$ cat src/rtl/interboard_link_tx.sv
// rtl/interboard_link_tx.sv - transmit half of the board-to-board link, two-beat four-phase handshake
module interboard_link_tx #(
    parameter int SETUP_CYCLES = 4,
    parameter int TIMEOUT      = 1000000
) (
    input  logic       clk,
    input  logic       rst,
    input  logic       transmit,
    input  logic       ctrl_en,
    input  logic [2:0] ctrl_msg_type,
    input  logic [4:0] ctrl_number,
    input  logic       Ack_in,
    output logic       Request_out,
    output logic [5:0] inter_data_out,
    output logic       inter_ready,
    output logic       tx_done,
    output logic       tx_timeout
);
    localparam int TW = $clog2(TIMEOUT + 1);
    localparam int SW = $clog2(SETUP_CYCLES + 1);
    localparam logic [SW-1:0] SETUP_MAX = SW'(SETUP_CYCLES);
    localparam logic [TW-1:0] TO_LAST   = TW'(TIMEOUT - 1);
    localparam logic [TW-1:0] TO_SAT    = TW'(TIMEOUT);

    typedef enum logic [1:0] {IDLE, SETUP, REQ, REL} state_t;

    state_t         state_q, state_d;
    logic           ack_m_q, ack_s_q;
    logic [SW-1:0]  setup_cnt_q, setup_cnt_d;
    logic [TW-1:0]  to_cnt_q, to_cnt_d;
    logic           beat_q, beat_d;
    logic [4:0]     num_q, num_d;
    logic           req_q, req_d;
    logic [5:0]     data_q, data_d;
    logic           ready_q, ready_d;
    logic           done_q, done_d;
    logic           tmo_q, tmo_d;
    logic           to_hit;
    logic           abort;
    logic [TW-1:0]  to_inc;

    assign to_hit = (to_cnt_q >= TO_LAST);
    assign to_inc = (to_cnt_q == TO_SAT) ? to_cnt_q : to_cnt_q + TW'(1);

    always_comb begin
        state_d     = state_q;
        setup_cnt_d = setup_cnt_q;
        to_cnt_d    = to_cnt_q;
        beat_d      = beat_q;
        num_d       = num_q;
        req_d       = req_q;
        data_d      = data_q;
        ready_d     = ready_q;
        done_d      = 1'b0;
        tmo_d       = 1'b0;
        abort       = 1'b0;
        case (state_q)
            IDLE: begin
                ready_d = 1'b1;
                // a strobe coinciding with the completion pulse is dropped
                if (transmit && !done_q && !tmo_q) begin
                    num_d       = ctrl_number;
                    data_d      = {2'b10, ctrl_msg_type, ctrl_en};
                    beat_d      = 1'b0;
                    setup_cnt_d = '0;
                    to_cnt_d    = '0;
                    ready_d     = 1'b0;
                    state_d     = SETUP;
                end
            end
            SETUP: begin
                req_d = 1'b0;
                if (setup_cnt_q != SETUP_MAX) begin
                    setup_cnt_d = setup_cnt_q + SW'(1);
                end else if (!ack_s_q) begin
                    req_d    = 1'b1;
                    to_cnt_d = '0;
                    state_d  = REQ;
                end else if (to_hit) begin
                    abort = 1'b1;
                end else begin
                    to_cnt_d = to_inc;
                end
            end
            REQ: begin
                // ack is checked first so it beats a same-cycle timeout
                if (ack_s_q) begin
                    req_d    = 1'b0;
                    to_cnt_d = '0;
                    state_d  = REL;
                end else if (to_hit) begin
                    abort = 1'b1;
                end else begin
                    to_cnt_d = to_inc;
                end
            end
            REL: begin
                if (!ack_s_q) begin
                    to_cnt_d = '0;
                    if (!beat_q) begin
                        data_d      = {1'b0, num_q};
                        beat_d      = 1'b1;
                        setup_cnt_d = '0;
                        state_d     = SETUP;
                    end else begin
                        done_d  = 1'b1;
                        data_d  = '0;
                        ready_d = 1'b1;
                        state_d = IDLE;
                    end
                end else if (to_hit) begin
                    abort = 1'b1;
                end else begin
                    to_cnt_d = to_inc;
                end
            end
            default: state_d = IDLE;
        endcase
        if (abort) begin
            req_d   = 1'b0;
            data_d  = '0;
            tmo_d   = 1'b1;
            ready_d = 1'b1;
            state_d = IDLE;
        end
    end

    always_ff @(posedge clk or negedge rst) begin
        if (!rst) begin
            state_q     <= IDLE;
            ack_m_q     <= 1'b0;
            ack_s_q     <= 1'b0;
            setup_cnt_q <= '0;
            to_cnt_q    <= '0;
            beat_q      <= 1'b0;
            num_q       <= '0;
            req_q       <= 1'b0;
            data_q      <= '0;
            ready_q     <= 1'b1;
            done_q      <= 1'b0;
            tmo_q       <= 1'b0;
        end else begin
            state_q     <= state_d;
            ack_m_q     <= Ack_in;
            ack_s_q     <= ack_m_q;
            setup_cnt_q <= setup_cnt_d;
            to_cnt_q    <= to_cnt_d;
            beat_q      <= beat_d;
            num_q       <= num_d;
            req_q       <= req_d;
            data_q      <= data_d;
            ready_q     <= ready_d;
            done_q      <= done_d;
            tmo_q       <= tmo_d;
        end
    end

    assign Request_out    = req_q;
    assign inter_data_out = data_q;
    assign inter_ready    = ready_q;
    assign tx_done        = done_q;
    assign tx_timeout     = tmo_q;
endmodule
$ cat config.mk
export PLATFORM = sky130hd
export DESIGN_NAME = interboard_link_tx
export DESIGN_NICKNAME = d
export VERILOG_FILES = /design/src/rtl/interboard_link_tx.sv
export SDC_FILE = /design/constraint.sdc
export NUM_CORES = 1
export LEC_CHECK = 0
export BUFFER_PORTS_ARGS = -buffer_cell sky130_fd_sc_hd__buf_4
export CORE_UTILIZATION = 54
export DETAILED_ROUTE_END_ITERATION = 7
export PLACE_DENSITY = 0.79
export RECOVER_POWER = 100
export SLEW_MARGIN = 20
export SYNTH_ARGS = -nofsm -noshare
export SYNTH_HDL_FRONTEND = slang
export SYNTH_SLANG_ARGS = --single-unit
$ cat constraint.sdc
create_clock -name clk -period 6.3 [get_ports clk]
set_clock_uncertainty 0.2 [all_clocks]
set_input_delay 0.315 -clock clk [delete_from_list [all_inputs] [get_ports clk]]
set_output_delay 0.315 -clock clk [all_outputs]
set_load 0.005 [all_outputs]
Yosys cells after proc, flatten, opt, wreduce, memory -nomap -nowiden:

Cells that the tools add are included.

* $add $sub $neg: 2
* magnitude comparators: 1
* equality and inequality tests: 16
* multiplexer cells: 47
* reductions and logical operators: 17

Operator list (number)
* 2-to-1 mux 20 bit: 6
* case mux 20 bit (4 select lines): 1
* != test 3 bit (second input constant): 7
* adder 20 x 1 -> 20 bit (second input constant): 1
* == test 20 bit (second input constant): 1
* >= comparator 20 bit (second input constant): 1
* 2-to-1 mux 1 bit: 19
* 2-to-1 mux 6 bit: 3
* 2-to-1 mux 2 bit: 6
* 2-to-1 mux 3 bit: 4
* case mux 6 bit (2 select lines): 1
* != test 2 bit (second input constant): 5
* AND reduction 5 bit: 2
* case mux 3 bit (3 select lines): 1
* AND reduction 3 bit: 3
* nonzero test 3 bit: 3
* case mux 2 bit (4 select lines): 1
* case mux 1 bit (2 select lines): 3
* AND reduction 2 bit: 3
* 2-to-1 mux 5 bit: 1
* == test 2 bit (second input constant): 2
* adder 3 x 1 -> 3 bit (second input constant): 1
* case mux 1 bit (3 select lines): 1
* == test 2 x 1 -> 1 bit (second input constant): 1
* other kinds (4): 6

* bits in registers: 43
* input port bits: 13
* output and inout bits: 10
* logic and storage cells: 95

Depth between registers and ports, before layout:

Gate-level depths: netlist of run 1.

* depth in word-level cells: 7
* gate-level depth with buffers: 9

Worst setup path before layout of run 1:

Ideal clock, no wire load.

* path type: register to register
* start: register state_q[1]
* end: register to_cnt_q[8]
* arrival time: 2.046 ns
* slack: 3.959 ns
* cell stages (with the launch flop): 10
* clock period less this slack: 2.341 ns
* cells stage by stage: dfrtp_1 -> inv_1 -> ha_1 -> clkbuf_1 -> a21boi_1 -> or4_1 -> clkbuf_1 -> nand2_1 -> o311ai_0 -> o31ai_1

* longest elaborated chain between the ends: 3
* elaborated cells between the ends (all ways): 8

Ends and longest elaborated chain
* from (decl): line 27 `state_t state_q, state_d;`
* from (signal assigned): line 143 `state_q <= state_d;`
* == test 2 x 1 -> 1 bit or zero test 2 bit (tied branches): line 57 `case (state_q)`
* != test 2 bit (no source line)
* AND reduction 2 bit (no source line)
* to (signal assigned): line 147 `to_cnt_q <= to_cnt_d;`
* to (decl): line 30 `logic [TW-1:0] to_cnt_q, to_cnt_d;`

Several ways; a longest one is shown, not always the timed one.
A chain may end at the register's enable or synchronous reset.

Worst setup path after layout of run 1:

* start: register to_cnt_q[0]
* end: register ready_q (netlist: inter_ready)

* longest elaborated chain between the ends: 7
* elaborated cells between the ends (all ways): 11

Ends and longest elaborated chain
* >= comparator 20 bit (*): line 42 `assign to_hit = (to_cnt_q >= TO_LAST);`
* 2-to-1 mux 1 bit (*): line 79, 91, 111
* 2-to-1 mux 1 bit: line 75 `end else if (!ack_s_q) begin`
* 2-to-1 mux 1 bit: line 73 `if (setup_cnt_q != SETUP_MAX) begin`
* case mux 1 bit (3 select lines) (*): line 57
* != test 3 bit (no source line) or nonzero test 3 bit (tied branches)
* AND reduction 3 bit (no source line)
* to (signal assigned): line 152 `ready_q <= ready_d;`
* to (decl): line 35 `logic ready_q, ready_d;`

Every way passes the cells marked *; elsewhere a longest branch is shown, timed or not.

==> reports/metrics.cfg, run 1 <==
[global_route]
grt_antenna_before_repair = 0
grt_pass1_wl_um = 8217
grt_usage = 0.2411
grt_pass1_vias = 1772
grt_max_degree = 44
grt.overflow.total = 0

[placed_design]
port_buffers = 22
gp_congestion = 0.8379
place_inst = 309
pre_cts_ws_ps = 3606
hpwl_um = 3441

[min_path]
hold_start = ctrl_number[1]
hold_path.class = in2reg
hold_depth = 2
hold_end = num_q[1]

[power_and_ir_drop]
power.leakage_nw = 1.161
switchingPower_w = 0.0004368
p_clk_frac = 0.195
power_density_nw_per_um2 = 411.3
internal_power_w = 0.0006609
p_seq_frac = 0.377
comb_power_share = 0.428
sw_frac_of_total = 0.3980
vdd_drop_max_uv = 285.6

[drt]
drt_iter0_drc = 166
totalWireLength_um = 4991
vias_per_cell = 6.257
firstDrtPassIters = 4
detail-route-antenna-nets = 0
vias = 1996
drc = 0
routedWlPerCell_um = 15.65

[clocking]
cts_buffers = 5
cts_resized = 0
clk_latency_ps = 300
cts-root-buf = clkbuf_8
clk_pin_slew_ps = 90
ctsLongestPathBuffers = 2
cts_sinks = 43
cts_max_level = 2
cts_setup_buffers = 0
cts_tree = yes

[sta]
hold_violations = 0
slew-limit-headroom = -0.7340
setup_violations = 0
setup_slack_ps = 2453
rsz0062_at_grt = false
fin_crit_sh = 0.6106
max_freq_ghz = 0.2600
maxSlewViolCount = 56
tightest_slew_ps = 2535
fin_crit_ps = 3847
setup_tns_ps = 0

[critical_path]
cp_max_fo = 12
crit_arrival_ps = 3890
startpoint_type = flop
rrSetupSlack_ps = 2450
cp-end-kind = flop
r2r-start = to_cnt_q[0]
criticalPathCategory = reg2reg
r2r_end = inter_ready
r2r_cells = 5
required_ps = 6340

[die]
dieWidth_um = 68.32
fp.dieArea_um2 = 4667
core_um2 = 4115
die_y_um = 68.32
start_util = 0.5771
io_pins = 23
rows = 23

[status]
status = finished with violations
violations = max-capacitance violations, max-slew violations

[cells_and_area]
nFillCells = 353
multi_input_area_um2 = 1186
antennaDiodeCount = 0
seq_area_um2 = 1077
final_cells = 319
drive_gt1_frac = 0.1524
layout_commonest_cell = dfrtp_1
area_growth_pct = 12.38
mostFrequentLayoutCells = 42 x dfrtp_1, 21 x nor2_1, 16 x nand2_1, 16 x a21oi_1
nNetsFinal = 290

[logic_synthesis]
post_synth_num_cell_types = 58
netlist.top_cell.by_area = dfrtp_1
syn_inst = 247
syn_area_per_cell_um2 = 9.614
synth_nets = 269
ys_ff_latch = 43
synthTopCellsByArea = dfrtp_1 44%, ha_1 4.7%, a21oi_1 3.4%
synth_top_area_share = 0.4426
ys_warn_count = 0
async_flop_share = 1.000
ys_seq_area_frac = 0.4536
synth-edff-count = 0
synth_flop_cell = dfrtp_1
syn_area_um2 = 2375

[job]
drv_cap = 2

==> worst max-delay path, cell delays in order (launching register included) <==
cell and delay, ps:
dfrtp_1 450, ha_1 280, a311oi_1 150, o21a_1 350, a2111oi_0 2040, or2_2 320
==> flip-flops by register name, indices dropped and copies added (netlist names) <==
register	cells
setup_cnt_q	3
tx_done	1
beat_q	1
inter_ready	1
Request_out	1
state_q	2
ack_m_q	1
inter_data_out	6
num_q	5
to_cnt_q	20
tx_timeout	1
ack_s_q	1
==> synthesized netlist by cell type (3+ instances only) <==
cell      number
a21oi_1       16
nand3_1       12
o31ai_1        6
a31oi_1       10
o311ai_1       3
nor2_1        21
nor3b_1        3
inv_1         11
nor2b_1        5
or2_2          3
o311ai_0       3
dfrtp_1       42
nand2_1       16
a211oi_1       6
mux2_2         5
o21ai_0       11
ha_1           9
buf_2          3
and3_1         3
a41oi_1        3
or4_1          3
clkbuf_1       6
==> worst max-delay path by stage <==
| stage | start | to | slack (ps) |
|---|---|---|---|
| floorplan | state_q[1] | to_cnt_q[8] | 3960 |
| global placement | to_cnt_q[0] | inter_ready | 3630 |
| detailed placement | to_cnt_q[0] | inter_ready | 3610 |
| CTS | to_cnt_q[0] | inter_ready | 3600 |
| global route | to_cnt_q[0] | inter_ready | 2020 |
| finish | to_cnt_q[0] | inter_ready | 2450 |
==> logic make-up (layout without fill, tap and decap cells) <==
group / count (synthesis) / count (layout) / share of synthesized area
multiplexers: 7 / 7 / 0.03214
AO/OA/AOI/OAI: 78 / 78 / 0.2271
AND/OR/NAND/NOR: 88 / 88 / 0.1986
flip-flops: 43 / 43 / 0.4536
adder cells (fa/ha/maj): 9 / 9 / 0.04742
buffers and inverters: 22 / 44 / 0.04109
==> what timing repair did <==
item,CTS,global route
hold endpoints to repair,43,0
setup endpoints to repair,0,0
hold buffers,2,0
==> power groups by stage <==
stage          clock network [W]  logic, W  registers (W)
5_1_grt                 0.000231  0.000532       0.000423
2_1_floorplan                  0  0.000353       0.000404
4_1_cts                 0.000220  0.000488       0.000414
3_5_place_dp                   0  0.000483       0.000419
6_report                0.000214  0.000470       0.000414
3_3_place_gp                   0  0.000474       0.000416
==> metrics by stage <==
step / instance area, µm² / power [W] / util / hold slack (ps)
floorplan: 2375 / 0.0007567 / - / -180.6
global placement: 2560 / 0.0008892 / 0.6221 / 135.7
detailed placement: 2560 / 0.0009014 / 0.6221 / 133.9
CTS: 2693 / 0.001122 / 0.6543 / 39.06
global route: 2669 / 0.001187 / 0.6485 / 37.77
finish: 2669 / 0.001098 / 0.6485 / 47.51
==> cell type report <==
class | instances | share of cell area
clock buffers | 5 | 0.02579
clock inverters | 3 | 0.01641
inverters | 11 | 0.01547
multi-input cells | 182 | 0.4444
flip-flops and latches | 43 | 0.4037
well taps | 50 | 0.02344
repair buffers | 25 | 0.07079
==> routing by layer <==
layer	vias up	part of all wire	global-route usage
met5	-	0	0
met4	0	0.014	0.07552
met3	9	0.045	0.05500
met2	50	0.47	0.3762
met1	970	0.47	0.3295
li1	967	-	-
Note: power is estimated with default switching activity, not from simulation.
==> run 2, diff against run 1 <==
--- a/config.mk
+++ b/config.mk
@@ -6,9 +6,9 @@
 export NUM_CORES = 1
 export LEC_CHECK = 0
 export BUFFER_PORTS_ARGS = -buffer_cell sky130_fd_sc_hd__buf_4
-export CORE_UTILIZATION = 54
+export CORE_UTILIZATION = 53
 export DETAILED_ROUTE_END_ITERATION = 7
-export PLACE_DENSITY = 0.79
+export PLACE_DENSITY = 0.8
 export RECOVER_POWER = 100
 export SLEW_MARGIN = 20
 export SYNTH_ARGS = -nofsm -noshare
==> constraint.sdc (replaced) <==
create_clock -name clk -period 3.2 [get_ports clk]
set_clock_uncertainty 0.2 [all_clocks]
set_input_delay 0.16 -clock clk [delete_from_list [all_inputs] [get_ports clk]]
set_output_delay 0.16 -clock clk [all_outputs]
set_load 0.005 [all_outputs]
==> run 2 against run 1 <==
Effect of this change: the flow now finishes without violations; hold slack better by 58 ps; worst setup slack worse by 2000 ps; design area rose by 1.0%; first-iteration DRC count decreased by 18%; utilization increased by 0.21 points; via count grew 1.0%; die area up 1.8%; non-clock buffer count is 6 higher; power increased by 90%; critical endpoint unchanged; largest power group unchanged.
==> reports/metrics.cfg, run 2 (synthesis gave the netlist of run 1 again) <==
[status]
status = completed

[global_route]
use_met2 = 0.3823  ; +0.006056
grt_use_met1 = 0.3421  ; +0.01259
grt.busiest_layer = met2
grt.overflow.total = 0  ; unchanged
grt_pass1_wl_um = 8493  ; +3.4%
grt_max_degree = 44  ; unchanged
grt_antenna_before_repair = 0  ; unchanged
global_route.usage.met3 = 0.04441  ; -0.01059
grt_usage = 0.2464  ; +0.005325
grt_pass1_vias = 1853  ; +4.6%

[die]
dieWidth_um = 68.94  ; +0.91%
start_util = 0.5731  ; -0.004007
io_pins = 23  ; unchanged
rows = 23  ; unchanged
fp.dieArea_um2 = 4753  ; +1.8%
die_y_um = 68.94  ; +0.91%
core_um2 = 4144  ; +0.70%

[cells_and_area]
mostFrequentLayoutCells = 42 x dfrtp_1, 21 x nor2_1, 16 x nand2_1, 16 x a21oi_1, 14 x buf_4
area_growth_pct = 13.54
post-route-cell-area_um2 = 2696  ; +1.0%
antennaDiodeCount = 0  ; unchanged
drive_gt1_frac = 0.1538  ; +0.001430
top_register = to_cnt_q
final_cells = 323  ; +1.3%
nNetsFinal = 296  ; +2.1%
largest_register_ffs = 20  ; unchanged
layout_commonest_cell = dfrtp_1

[sta]
hold_violations = 0  ; unchanged
maxSlewViolCount = 0  ; -100%
rsz0062_at_grt = false
slew-limit-headroom = 0.2550  ; +0.9890
setup_tns_ps = 0  ; unchanged
holdWs_ps = 105.7  ; +58.20 ps
setup_violations = 0  ; unchanged
fin_crit_sh = 0.8561  ; +0.2455
fin_crit_ps = 2739  ; -1107 ps
tightest_slew_ps = 1115  ; -1420 ps
max_freq_ghz = 0.3650  ; +40%

[job]
drv_cap = 0  ; -2

[clocking]
cts_buffers = 5  ; unchanged
cts_resized = 0  ; unchanged
cts_setup_buffers = 0  ; unchanged
hold_buffers = 7  ; +5
cts_max_level = 2  ; unchanged
clk_pin_slew_ps = 80  ; about the same
cts_tree = yes
cts-root-buf = clkbuf_8
cts_sinks = 43  ; unchanged
clk_latency_ps = 290  ; about the same
ctsLongestPathBuffers = 2  ; unchanged

[power_and_ir_drop]
total_power_w = 0.002082  ; +90%
vdd_drop_max_uv = 486.8  ; +70%
power_density_nw_per_um2 = 772.3  ; +88%
power.leakage_nw = 1.169  ; +0.68%

[drt]
firstDrtPassIters = 4  ; unchanged
routedWlPerCell_um = 15.90  ; +1.6%
vias = 2016  ; +1.0%
detail-route-antenna-nets = 0  ; unchanged
totalWireLength_um = 5136  ; +2.9%
drt_iter0_drc = 136  ; -18%
drc = 0  ; unchanged
vias_per_cell = 6.241  ; -0.25%

[placed_design]
place_inst = 310  ; +0.32%
hpwl_um = 3453  ; +0.33%
gp_congestion = 0.8789  ; +4.9%
dpl-instance-area_um2 = 2567  ; +0.29%
port_buffers = 22  ; unchanged

[min_path]
hold_path.class = in2reg

[critical_path]
crit_arrival_ps = 2780  ; -1110 ps
cp-end-kind = flop
startpoint_type = flop
r2r_cells = 5  ; unchanged
crit_start = to_cnt_q[0]
worstSetupEndpoint = inter_ready
crit_chain = ha_1, a311oi_1, o21a_1, a2111oi_2, or2_2
required_ps = 3240  ; -3100 ps
r2r_end = inter_ready
rrSetupSlack_ps = 460  ; -1990 ps
criticalPathCategory = reg2reg
r2r-start = to_cnt_q[0]
cp_max_fo = 12  ; unchanged
slowest_delay_ps = 990  ; -1050 ps
slowest_stage = a2111oi_2

## run 2: stage by stage
step | worst slack, ps | utilization
6_report | 460.6 | 0.6507
5_1_grt | 249.6 | 0.6507
4_1_cts | 478.2 | 0.6540
3_5_place_dp | 507.8 | 0.6196
3_3_place_gp | 518.3 | 0.6196
2_1_floorplan | 858.6 | -
## run 2: final cells by class
class / count / area, µm²
Clock buffer: 6 / 72.57
Fill cell: 342 / 1448
Inverter: 11 / 41.29
Multi-Input combinational cell: 182 / 1192
Sequential cell: 43 / 1077
Tap cell: 50 / 62.56
Timing Repair Buffer: 31 / 250.2
## run 2: routing by layer
layer	part of all wire	wire, µm
met4	0.011	54
met2	0.45	2332
met3	0.050	255
met5	0	0
met1	0.49	2493
## run 2: worst max-delay path, delay by kind of cell, from the launching register on
kind	cells	cell delay (ps)
AOI/OAI and AO/OA	3	1530
adders and majority gates	1	290
DFF	1	430
and+or+nand+nor	1	250
## run 2: how the worst min path moves through the flow
stage                           from                end  slack [ps]  depth (start not counted)
finish              ctrl_msg_type[2]  inter_data_out[3]         110                          4
CTS                 ctrl_msg_type[2]  inter_data_out[3]         100                          4
floorplan                        rst        Request_out        -340                          0
global route        ctrl_msg_type[1]  inter_data_out[2]         130                          4
global placement                 rst     setup_cnt_q[0]         -20                          1
detailed placement               rst     setup_cnt_q[1]         -10                          1
## run 2: power breakdown
group          internal (W)  leakage [nW]  total, W  switching, W
sequential         0.000689         0.552  0.000807      0.000118
clock              0.000146        0.0371  0.000315      0.000169
combinational      0.000398         0.580  0.000961      0.000563
==> run 3, diff against run 2 <==
--- a/config.mk
+++ b/config.mk
@@ -6,6 +6,7 @@
 export NUM_CORES = 1
 export LEC_CHECK = 0
 export BUFFER_PORTS_ARGS = -buffer_cell sky130_fd_sc_hd__buf_4
+export CORE_ASPECT_RATIO = 1.4
 export CORE_UTILIZATION = 53
 export DETAILED_ROUTE_END_ITERATION = 7
 export PLACE_DENSITY = 0.8
==> constraint.sdc (replaced) <==
create_clock -name clk -period 3.2 [get_ports clk]
set_clock_uncertainty 0.2 [all_clocks]
set_input_delay 0.64 -clock clk [delete_from_list [all_inputs] [get_ports clk]]
set_output_delay 0.64 -clock clk [all_outputs]
set_load 0.005 [all_outputs]
==> run 3 against run 2 <==
Effect of this change: largest power group unchanged; critical endpoint unchanged; the run now ends with max-capacitance violations, max-slew violations left; critical path depth did not move; sequential share of layout area barely moved; power rose by 8.7%; sequential cell count did not move.
==> reports/metrics.cfg, run 3 (synthesis gave the netlist of run 1 again) <==
[critical_path]
slowest_delay_ps = 960  ; -30 ps
cp_max_fo = 12  ; unchanged
startpoint_type = flop
crit_chain = ha_1, a311oi_1, o21a_1, a2111oi_2, or2_2
required_ps = 3250  ; about the same
critPathTopFamily = compound AO/OA/AOI/OAI gates
crit_arrival_ps = 2830  ; +50 ps
cp-end-kind = flop
r2r_cells = 5  ; unchanged
worst-path-buf-inv = 0  ; unchanged
criticalPathCategory = reg2reg
slowest_stage = a2111oi_2
crit_cells = 5  ; unchanged

[drt]
vias = 1996  ; -0.99%
vias_per_cell = 6.085  ; -2.5%
detail-route-antenna-nets = 0  ; unchanged
drt_iter0_drc = 195  ; +43%
totalWireLength_um = 5195  ; +1.1%
drc = 0  ; unchanged
routedWlPerCell_um = 15.84  ; -0.39%
firstDrtPassIters = 4  ; unchanged

[clocking]
clk_latency_ps = 310  ; +20 ps
cts_resized = 0  ; unchanged
cts_setup_buffers = 0  ; unchanged
cts_tree = yes
cts-root-buf = clkbuf_8
cts_buffers = 5  ; unchanged
ctsLongestPathBuffers = 2  ; unchanged
hold_buffers = 0  ; -7
cts_max_level = 2  ; unchanged
cts_sinks = 43  ; unchanged
clk_pin_slew_ps = 90  ; about the same

[power_and_ir_drop]
p_clk_frac = 0.225  ; +0.074
sw_frac_of_total = 0.3856  ; -0.02235
power_density_nw_per_um2 = 838.9  ; +8.6%
comb_power_share = 0.416  ; -0.045
switchingPower_w = 0.0008730  ; +2.8%
p_seq_frac = 0.359  ; -0.029
vdd_drop_max_uv = 613.4  ; +26%
internal_power_w = 0.001391  ; +13%
power.leakage_nw = 1.163  ; -0.48%

[global_route]
grt.busiest_layer = met2
grt_pass1_vias = 1917  ; +3.5%
grt.overflow.total = 0  ; unchanged
global_route.usage.met3 = 0.03662  ; -0.007784
grt_pass1_wl_um = 8942  ; +5.3%
use_met2 = 0.4149  ; +0.03266
grt_use_met1 = 0.3078  ; -0.03423
grt_antenna_before_repair = 0  ; unchanged
grt_usage = 0.2471  ; +0.0006544
grt_max_degree = 44  ; unchanged

[sta]
hold_violations = 0  ; unchanged
setup_violations = 0  ; unchanged
rsz0062_at_grt = false
maxSlewViolCount = 44  ; +44
tightest_slew_ps = 2241  ; +1125 ps
setup_tns_ps = 0  ; unchanged
fin_crit_ps = 2780  ; +40.54 ps
max_freq_ghz = 0.3597  ; -1.5%
slew-limit-headroom = -0.4938  ; -0.7488
fin_crit_sh = 0.8687  ; +0.01267

[die]
start_util = 0.5556  ; -0.01745
core_um2 = 4274  ; +3.1%
dieWidth_um = 58.58  ; -15%
die_y_um = 81.20  ; +18%
rows = 28  ; +22%
io_pins = 23  ; unchanged
fp.dieArea_um2 = 4756  ; about the same

[cells_and_area]
mostFrequentLayoutCells = 42 x dfrtp_1, 21 x nor2_1, 16 x nand2_1, 16 x a21oi_1, 13 x buf_4
antennaDiodeCount = 0  ; unchanged
largest_register_ffs = 20  ; unchanged
seq_area_um2 = 1077  ; unchanged
final_cells = 328  ; +1.5%
multi_input_area_um2 = 1192  ; unchanged
nFillCells = 379  ; +11%
area_growth_pct = 13.65  ; about the same
drive_gt1_frac = 0.1642  ; +0.01033
post-route-cell-area_um2 = 2699  ; about the same
nNetsFinal = 289  ; -2.4%
top_register = to_cnt_q
layout_commonest_cell = dfrtp_1

[min_path]
hold_path.class = reg2reg
hold_depth = 0  ; -4

[job]
drv_cap = 1  ; +1

[status]
status = finished with violations
violations = max-capacitance violations, max-slew violations

[placed_design]
hpwl_um = 3544  ; +2.6%
gp_congestion = 0.8518  ; -3.1%
place_inst = 320  ; +3.2%
port_buffers = 22  ; unchanged
dpl-instance-area_um2 = 2580  ; +0.49%

-- run 3: worst paths after layout --
path                        startpoint           end  slack [ps]
setup / recovery           to_cnt_q[0]   inter_ready         420
hold / removal                 ack_m_q       ack_s_q         160
setup reg to reg           to_cnt_q[0]   inter_ready         420
hold reg to reg                ack_m_q       ack_s_q         160
max in group asynchronous          rst  to_cnt_q[17]         740
min in group asynchronous          rst   to_cnt_q[4]         790
-- run 3: worst reg2reg max path, stage by stage (launching register included) --
cell and delay, ps:
dfrtp_1 470, ha_1 300, a311oi_1 170, o21a_1 380, a2111oi_2 960, or2_2 250
-- run 3: metal layers --
layer	part of all wire	wire length [µm]	vias to the layer above
met5	0	0	-
met4	0.023	121	0
met3	0.038	197	12
met2	0.52	2711	49
met1	0.42	2166	970
li1	-	-	965
-- run 3: layout make-up --
cell class | instances | area share
multi-input cells | 182 | 0.4418
flip-flops and latches | 43 | 0.3992
repair buffers | 24 | 0.06537
well taps | 60 | 0.02782
clock buffers | 5 | 0.02550
clock inverters | 3 | 0.02503
inverters | 11 | 0.01530
-- run 3: power groups by stage --
stage | logic (W) | clock network, W | registers (W)
final | 0.000941 | 0.000509 | 0.000813
after global routing | 0.00107 | 0.000540 | 0.000835
after CTS | 0.000967 | 0.000517 | 0.000816
after detailed placement | 0.000960 | 0 | 0.000823
after global placement | 0.000944 | 0 | 0.000817
after floorplan | 0.000694 | 0 | 0.000795
-- run 3: through the flow --
step | total power (W) | util | setup WS (ps) | hold WS (ps)
floorplan | 0.001490 | - | 771.3 | 131.2
global placement | 0.001761 | 0.6036 | 585.3 | 137.1
detailed placement | 0.001783 | 0.6036 | 486.2 | 144.2
CTS | 0.002300 | 0.6355 | 434.0 | 131.0
global route | 0.002444 | 0.6314 | 178.9 | 176.9
finish | 0.002264 | 0.6314 | 420.1 | 161.5
